$ cat src/rtl/jtframe_rom_arb.sv
// ROM read arbiter: several read slots, each with a one-line 32-bit cache,
// share a single SDRAM read port. Misses are fetched one at a time through a
// req/ack/data_rdy handshake; hits are served combinationally from the cache.
module jtframe_rom_arb #(
    parameter int unsigned         SLOTS   = 4,
    parameter int unsigned         SAW     = 18,
    parameter logic [SLOTS*22-1:0] OFFSETS = '0,
    parameter logic [SLOTS-1:0]    DW16    = '0,
    parameter int unsigned         RR      = 0
) (
    input  logic                   clk,
    input  logic                   rst_n,
    input  logic [SLOTS-1:0]       slot_cs,
    input  logic [SLOTS*SAW-1:0]   slot_addr,
    output logic [SLOTS-1:0]       slot_ok,
    output logic [SLOTS*16-1:0]    slot_dout,
    output logic                   sdram_req,
    input  logic                   sdram_ack,
    input  logic                   data_rdy,
    output logic [21:0]            sdram_addr,
    input  logic [31:0]            data_read,
    input  logic                   downloading,
    output logic                   refresh_en
);

    localparam int unsigned IW = (SLOTS > 1) ? $clog2(SLOTS) : 1;

    typedef enum logic [1:0] {StIdle, StReq, StWait} state_t;

    state_t           state_q;
    logic [IW-1:0]    gnt_q;
    logic [IW-1:0]    last_q;
    logic [SAW-1:0]   tag_lat_q;
    logic [31:0]      data_q  [SLOTS];
    logic [SAW-1:0]   tag_q   [SLOTS];
    logic [SLOTS-1:0] valid_q;

    logic [SAW-1:0]   addr_w   [SLOTS];
    logic [SAW-1:0]   line_idx [SLOTS];
    logic [21:0]      fetch    [SLOTS];
    logic [SLOTS-1:0] hit;
    logic [SLOTS-1:0] pending;
    logic             gnt_any;
    logic [IW-1:0]    gnt_idx;
    int               cand;

    // Per-slot address decode, cache lookup and output data selection
    always_comb begin
        slot_ok   = '0;
        slot_dout = '0;
        hit       = '0;
        pending   = '0;
        for (int i = 0; i < SLOTS; i++) begin
            addr_w[i]   = slot_addr[i*SAW +: SAW];
            // 16-bit slots address words, so a 32-bit line holds two of them
            line_idx[i] = DW16[i] ? (addr_w[i] >> 1) : (addr_w[i] >> 2);
            fetch[i]    = OFFSETS[i*22 +: 22] + (22'(line_idx[i]) << 1);
            hit[i]      = valid_q[i] && (tag_q[i] == line_idx[i]);
            pending[i]  = slot_cs[i] && !hit[i];
            slot_ok[i]  = slot_cs[i] && hit[i];
            if (DW16[i]) begin
                slot_dout[i*16 +: 16] = addr_w[i][0] ? data_q[i][31:16] : data_q[i][15:0];
            end else begin
                unique case (addr_w[i][1:0])
                    2'd0:    slot_dout[i*16 +: 16] = {8'd0, data_q[i][7:0]};
                    2'd1:    slot_dout[i*16 +: 16] = {8'd0, data_q[i][15:8]};
                    2'd2:    slot_dout[i*16 +: 16] = {8'd0, data_q[i][23:16]};
                    default: slot_dout[i*16 +: 16] = {8'd0, data_q[i][31:24]};
                endcase
            end
        end
    end

    // Pick the slot to serve next: lowest index, or first one after the last grant
    always_comb begin
        gnt_any = 1'b0;
        gnt_idx = '0;
        cand    = 0;
        for (int k = 0; k < SLOTS; k++) begin
            if (RR != 0) begin
                cand = (int'(last_q) + 1 + k) % int'(SLOTS);
            end else begin
                cand = k;
            end
            if (!gnt_any && pending[IW'(cand)]) begin
                gnt_any = 1'b1;
                gnt_idx = IW'(cand);
            end
        end
    end

    // Refresh may run only while the port is idle and nobody is waiting on it
    always_comb begin
        refresh_en = (state_q == StIdle) && (pending == '0);
    end

    // Fetch sequencer and cache fill
    always_ff @(posedge clk or negedge rst_n) begin
        if (!rst_n) begin
            state_q    <= StIdle;
            sdram_req  <= 1'b0;
            sdram_addr <= '0;
            gnt_q      <= '0;
            last_q     <= IW'(SLOTS - 1);
            tag_lat_q  <= '0;
            valid_q    <= '0;
            for (int i = 0; i < SLOTS; i++) begin
                data_q[i] <= '0;
                tag_q[i]  <= '0;
            end
        end else if (downloading) begin
            // ROM contents are being rewritten: drop everything, fill nothing
            state_q   <= StIdle;
            sdram_req <= 1'b0;
            valid_q   <= '0;
        end else begin
            unique case (state_q)
                StIdle: begin
                    if (gnt_any) begin
                        gnt_q      <= gnt_idx;
                        last_q     <= gnt_idx;
                        tag_lat_q  <= line_idx[gnt_idx];
                        sdram_addr <= fetch[gnt_idx];
                        sdram_req  <= 1'b1;
                        state_q    <= StReq;
                    end
                end
                StReq: begin
                    if (sdram_ack) begin
                        sdram_req <= 1'b0;
                        state_q   <= StWait;
                    end
                end
                StWait: begin
                    // Tag comes from the grant, not the live address, which may have moved
                    if (data_rdy) begin
                        data_q[gnt_q]  <= data_read;
                        tag_q[gnt_q]   <= tag_lat_q;
                        valid_q[gnt_q] <= 1'b1;
                        state_q        <= StIdle;
                    end
                end
                default: state_q <= StIdle;
            endcase
        end
    end

endmodule

$ cat config.mk
export PLATFORM = sky130hd
export DESIGN_NAME = jtframe_rom_arb
export DESIGN_NICKNAME = d
export VERILOG_FILES = /design/src/rtl/jtframe_rom_arb.sv
export SDC_FILE = /design/constraint.sdc
export NUM_CORES = 1
export LEC_CHECK = 0
export ABC_AREA = 1
export CORE_UTILIZATION = 43
export CTS_CLUSTER_SIZE = 20
export DETAILED_ROUTE_END_ITERATION = 12
export DONT_BUFFER_PORTS = 1
export PLACE_DENSITY = 0.59
export REMOVE_ABC_BUFFERS = 1
export SLEW_MARGIN = 20
export SYNTH_ARGS = -nofsm -noshare
export SYNTH_HDL_FRONTEND = slang
export SYNTH_SLANG_ARGS = --single-unit
$ cat constraint.sdc
create_clock -name clk -period 3.9 [get_ports clk]
set_input_delay 0.78 -clock clk [delete_from_list [all_inputs] [get_ports clk]]
set_output_delay 0.78 -clock clk [all_outputs]
set_load 0.05 [all_outputs]
; ---- Yosys cells after proc, flatten, opt, wreduce, memory -nomap -nowiden
; Cells that the tools add are included.
[totals]
regBits = 249
inputBits = 113
out_inout_bits = 92
wordCells = 108
[op_classes]
n_lt_le_gt_ge = 5
n_eq_ne = 17
muxes = 33
n_bitwise = 4
reduce_logical = 35
[ops]
columns = operator, n
row1 = $bwmux 128, 1
row2 = $pmux 8 s3, 4
row3 = $bwmux 72, 1
row4 = $eq 18x16->1, 4
row5 = $demux 32 s2, 1
row6 = $mux 18, 3
row7 = $bmux 22 s2, 1
row8 = $mux 22, 2
row9 = $bmux 18 s2, 1
row10 = $demux 18 s2, 1
row11 = $mux 32, 1
row12 = $logic_and 1x1->1, 16
row13 = $mux 4, 3
row14 = $reduce_and 3->1, 4
row15 = $eq 2x1->1 const B, 5
row16 = $eq 2x2->1 const B, 5
row17 = $logic_not 2->1, 5
row18 = $ne 3x3->1 const B, 3
row19 = $mux 2, 4
row20 = $mux 1, 7
row21 = $ge 3x3->1 const B, 2
row22 = $pmux 2 s3, 1
row23 = $logic_not 1->1, 5
row24 = $logic_not 4->1, 1
row25 = 12 further kinds, 13

; ---- Logic depth before layout (Yosys ltp)
[depth]
word_depth = 12
depth_mapped = 14
depth_no_buf = 13

; ---- Worst setup path before layout
; No wires, ideal clock.
[synth_path]
kind = input to output
start = input port slot_addr[7]
end = output port refresh_en
t_arrival_ns = 2.879
required_time_ns = 3.120
setup_slack_ns = 0.241
stages = 10
n_path_buf = 0
cell_sequence = inv_1 > nand2_1 > nand2_1 > nor2_1 > nand2_1 > nor2_1 > nand3_2 > nand2_4 > nand2_4 > nor4_1
[synth_between]
elab_chain_cells = 6
[synth_rtl]
columns = element, line_no
row1 = "start, declared", 14  ; input logic [SLOTS*SAW-1:0] slot_addr,
row2 = $eq 18x16->1, 58  ; hit[i] = valid_q[i] && (tag_q[i] == line_idx[i]);
row3 = $logic_and 1x1->1, 58
row4 = $logic_not 1->1, 59  ; pending[i] = slot_cs[i] && !hit[i];
row5 = $logic_and 1x1->1, 59
row6 = $logic_not 4->1, 94  ; refresh_en = (state_q == StIdle) && (pending == '0);
row7 = $logic_and 1x1->1, 94
row8 = "end, declared", 23  ; output logic refresh_en
; No other way between the ends.

; ---- Worst setup path after layout
[layout_path]
start = register tag_q[55] (netlist name)
end = output port refresh_en
[layout_between]
elab_chain_cells = 6
[layout_rtl]
columns = element, line_no
row1 = "start, declared", 35  ; logic [SAW-1:0] tag_q [SLOTS];
row2 = "start signal, assigned by index", 138  ; tag_q[gnt_q] <= tag_lat_q;
row3 = $eq 18x16->1, 58
row4 = $logic_and 1x1->1, 58
row5 = $logic_not 1->1, 59
row6 = $logic_and 1x1->1, 59
row7 = $logic_not 4->1, 94
row8 = $logic_and 1x1->1, 94
; No other way between the ends.

==> impl_metrics.tcl <==
set metrics [dict create \
    hold_path.class "in2async" \
    ctsHoldBuffers 0 \
    powerDensity_nw_per_um2 590.5 \
    clock_latency_ps 410 \
    syn_area_per_cell_sq_um 7.544 \
    setup_violations 0 \
    place_area_sq_um 6155 \
    cp_common_cell "nand2_1" \
    finalSetupTns_ps 0 \
    crit_cells 10 \
    via_per_inst 4.884 \
    setup.worst_path.start "tag_q[55]" \
    arrival_ps 2140 \
    drive_above_1_share_pct 5.396 \
    place_hpwl_mm 10.11 \
    areaGrowthSynthToFinish_pct 7.255 \
    finalInstanceArea_sq_um 6659 \
    crit_end "refresh_en" \
    grt_max_degree 119 \
    critical-path-slowest-cell "dfrtp_1" \
    synth_top_family_by_area "simple AND/OR/NAND/NOR gates" \
    io-pin-count 205 \
    start_util_pct 44.38 \
    place_congestion 0.8518 \
    cap_viol_max_count 0 \
    yosys.area.top_type "dfrtp_1" \
    yosysSeqAreaShare_pct 47.56 \
    rows 43 \
    first_pass_iters 5 \
    final_common_cell "nand2_1" \
    start_kind "flip-flop" \
    final_cell_mix "267 x nand2_1, 118 x inv_1, 118 x dfrtp_1" \
    endpoint_kind "output port" \
    layout.nets 935 \
    synthXorXnorAreaFrac_pct 1.129 \
    finalHoldViolCount 0 \
    dieArea_sq_um 14920 \
    cp.buffers_inverters 1 \
    run_status "completed" \
    diodes 0 \
    synth_mux_area_share_pct 0 \
    reg2reg_from "tag_q[55]" \
    clock_path_buffers 2 \
    antenna_left 0 \
    core_area_sq_um 13990 \
    path_max_fanout 19 \
    ir_drop_uv 298.3 \
    cts_made_buffers 17 \
    synth_warnings 0 \
    worstPathCellList "nand2_1, nand2_1, nor2_1, nand2_1, nor2_2, nand3_2, nand2_4, nand2_4, nor4_2, buf_4" \
    clkTransAtPathRegs_ps 50 \
    grt_pass1_wl_mm 23.63 \
    first_global_vias 4768 \
    worstPathRequired_ps 3120 \
    ctsRootBufferMaster "clkbuf_16" \
    relSlewSlack_pct 39.83 \
    postCtsSetupBuffers 0 \
    clock-sinks 118 \
    synth_compound_area_share_pct 9.351 \
    r2r_slack_ps 1750 \
    track_usage_pct 21.12 \
    synth_top_area_share_pct 47.56 \
    wirelength_mm 14.82 \
    cts.htree.levels 4 \
    dp_cells 983 \
    synthSimpleGateAreaFrac_pct 25.57 \
    synthAdderAreaFrac_pct 0 \
    slew_viol_final 0 \
    critPathKind "reg2out" \
    layout_min_cycle_time_ps 2918 \
    worstMarginPinSlew_ps 902.5 \
    async_flop_share_pct 100.0 \
    cts_tree "done" \
    port_buffers 0 \
    fin_hold_ws_ps 63.40 \
    fin_crit_sh_pct 74.81 \
    overflow 0 \
    p_total_mw 3.932 \
    rsz0062_at_grt "no" \
    die_y_um 122.2 \
    fmax_ghz 0.3428 \
    synth_edf_count 0 \
    synth_cells 823 \
    fin_cells 1014 \
    wl_per_cell_um 14.62 \
    antenna_found_initial 0 \
    crit_family "simple AND/OR/NAND/NOR gates" \
    dieWidth_um 122.2 \
    via_count 4952 \
    synth_seq_cells 118 \
    synthTopCellsByArea "dfrtp_1 48%, nand2_1 16%, o21ai_0 7.9%" \
    synth_area_sq_um 6208 \
    skew_ps 7.172 \
    cp_slowest_stage_delay_ps 400 \
    drtIter0Drc 334 \
    r2r-end "tag_lat_q[2]" \
    post_cts_resized 0 \
    synth_cell_type_count 26 \
    r2r_cells 12 \
    drc 0 \
    leakagePower_nw 3.495 \
    synthFlopType "dfrtp_1" \
]
[worst min path at each step]
stage	end	slack (ps)	cells after the start
2_1_floorplan	tag_q[54]	450	2
3_3_place_gp	data_q[107]	470	2
3_5_place_dp	data_q[109]	470	2
4_1_cts	tag_lat_q[1]	40	0
5_1_grt	tag_lat_q[1]	40	0
6_report	tag_lat_q[1]	60	0
[cell usage after synthesis, types with 3 or more instances]
| cell type | count |
|---|---|
| nand2_1 | 269 |
| a221oi_1 | 3 |
| inv_1 | 118 |
| o21ai_0 | 98 |
| dfrtp_1 | 118 |
| nor4_1 | 4 |
| a21oi_1 | 9 |
| buf_2 | 10 |
| nand2_4 | 4 |
| xnor2_1 | 8 |
| nand3_1 | 45 |
| buf_4 | 58 |
| clkbuf_1 | 13 |
| nor2_1 | 31 |
| nand4_1 | 21 |
[report_power, final]
| part | total [mW] | internal [mW] | switching, mW |
|---|---|---|---|
| Combinational | 0.771 | 0.219 | 0.552 |
| Sequential | 1.82 | 1.49 | 0.336 |
| Clock | 1.34 | 0.833 | 0.507 |
[logic make-up after synthesis]
logic type	after synthesis
other	1
AO/OA/AOI/OAI	113
XOR/XNOR	8
flip-flops	118
AND/OR/NAND/NOR	379
buffers and inverters	204
[flip-flops by register name (all words and copies together), names as in the netlist]
signal     flops
tag_q         32
state_q        2
gnt_q          1
tag_lat_q     16
valid_q        2
sdram_req      1
data_q        64
[through the flow]
step,setup WS [ps],util [%]
2_1_floorplan,186.1,-
6_report,982.5,47.60
4_1_cts,989.7,47.60
3_5_place_dp,1040,44.00
5_1_grt,846.4,47.60
3_3_place_gp,1046,44.00
[worst register-to-register path: stages, from the launching register on]
cell	delay, ps
dfrtp_1	400
nand2_1	80
nand2_1	50
nor2_1	100
nand2_1	120
nor2_2	120
nand3_2	140
nand2_4	260
nand2_4	90
nand2_4	260
inv_2	230
nand3_1	130
nand2_1	60
[layout make-up]
type                    instances  area, sq um
well taps                     180        225.2
flip-flops and latches        118         2953
repair buffers                  8        60.06
fillers                      1431         7330
inverters                     121        456.7
multi-input cells             556         2460
clock buffers                  26        479.2
clock inverters                 5        25.02
[routing by layer]
layer / wire [um] / GRT usage [%] / vias up
li1: - / - / 2458
met2: 7148 / 34.00 / 165
met5: 0 / 0 / -
met1: 6218 / 25.90 / 2311
met3: 1250 / 7.818 / 18
met4: 205 / 7.470 / 0
Power figures use the tool's default switching activity.
==> edit, RTL diff (same settings) <==
`RR`: 0 -> 1.
--- a/src/rtl/jtframe_rom_arb.sv
+++ b/src/rtl/jtframe_rom_arb.sv
@@ -6,7 +6,7 @@
     parameter int unsigned         SAW     = 18,
     parameter logic [SLOTS*22-1:0] OFFSETS = '0,
     parameter logic [SLOTS-1:0]    DW16    = '0,
-    parameter int unsigned         RR      = 0
+    parameter int unsigned         RR      = 1
 ) (
     input  logic                   clk,
     input  logic                   rst_n,
Function: changed (Yosys sat finds a counterexample within 4 cycles, from zero or initial values and one cycle with rst_n low).
==> edit against the original RTL <==
- the flow now finishes with violations (hold timing)
- setup slack lost 0.081 ns
- power grew to 2.5 times the old value
- synthesized cell count rose by 76%
- design area increased by 87%
- core utilization grew 1.5 points
- area after synthesis increased by 81%
- sequential cell count increased by 101
- wire length increased by 120%
- critical path type unchanged
==> edit: results (changes against the original RTL) <==
Worst R2R Path Depth 17 (+5); DR WL met3 2430 um (+94%); met3 Resource Use GR 0.0576 (-0.0205); Top Metal Used met4; Max VDD drop 0.000439 V (+47%); Reg2Reg Setup Slack 1.08 ns (-0.67 ns); critical path data arrival time 2.22 ns (+0.08 ns); layout cells sized above 1 0.0903 (+0.0363); n_diodes 0 (unchanged); post-DP HPWL 22,900 um (+130%); sequential share of power 0.407 (-0.056); Root Buffer Master clkbuf_16; clk buf depth 3 (+1); Crit Path Category flip-flop to output pin; outcome finished, violations left; synth unique cells 42 (+62%); post-synthesis sequential area ratio 0.489 (+0.0134); switching power 4.17 mW (+200%); htree depth 1 (-3); combinational power 3.34 mW (+330%); Global Route met2 Usage 0.429 (+0.0889); PnR worst setup slack 0.901 ns (-0.0815 ns); met1 GRT Util 0.312 (+0.0530); nets@finish 1,566 (+67%); crit-path max cell delay 0.39 ns; drt via density 5.14 (+5.2%); initial drt markers 811 (+140%); skew final 0.0161 ns (+0.00892 ns); TritonCTS Buffers 26 (+9); gpl congestion 0.912 (+7.1%); largest net degree at the start of global routing 220 (+85%); Clock transition at path regs 0.06 ns; drt wl/cell 18.2 um (+25%); Commonest cells post-synth nand2_1, dfrtp_1, o21ai_0, inv_1, nand3_1; Synth Area in XOR/XNOR 0.0171 (+0.00579); first-pass GRT wire length 50,500 um (+110%); post-place setup slack 0.706 ns (-0.334 ns); Synth area leaders dfrtp_1, nand2_1, o21ai_0; Main power group registers; WL met1 13,700 um (+120%); critical path fanouts, max 4 (-15); drt first pass iters 6 (+1); post_cts resized 0 (unchanged); clock latency on the worst-skew pair 0.54 ns (+0.13 ns); Worst R2R End tag_lat_q[14]; complex-gate fraction of the synthesized area 0.126 (+0.0323); failing checks hold timing; final hold violation count 22 (+22); reg-to-reg startpoint tag_q[58]; worst-margin pin slew 0.713 ns (-0.189 ns); met2 wire length 16,000 um (+120%); WHS -0.0575 ns (-0.121 ns); P_leak 6.13 nW (+75%); biggest regs data_q: 128 flops, tag_q: 64 flops, tag_lat_q: 16 flops; All-Layer GR Usage 0.248 (+0.0363); Tot Pwr 9.89 mW (+150%); vias in the first global route 8,896 (+87%)
[edit: cell type report]
class,instances,area [um^2]
Clock buffer,39,769
Fill cell,2551,12900
Inverter,170,641
Timing Repair Buffer,38,285
Sequential cell,219,5480
Multi-Input combinational cell,998,4740
Clock inverter,9,131
Tap cell,330,413
[edit: how the worst min path moves through the flow]
| stage | endpoint | start | slack, ns | cells past startpoint |
|---|---|---|---|---|
| global placement | data_q[20] | data_q[20] | 0.46 | 2 |
| detailed placement | data_q[20] | data_q[20] | 0.47 | 2 |
| floorplan | data_q[16] | data_q[16] | 0.45 | 2 |
| global route | tag_q[59] | rst_n | -0.07 | 0 |
| finish | tag_q[57] | rst_n | -0.06 | 0 |
| CTS | tag_lat_q[5] | rst_n | -0.07 | 0 |
[edit: stage by stage]
stage	instance area, um^2	cells
finish	12500	1803
global route	12500	1803
CTS	12500	1803
detailed placement	11600	1755
global placement	11600	1755
floorplan	10800	1387
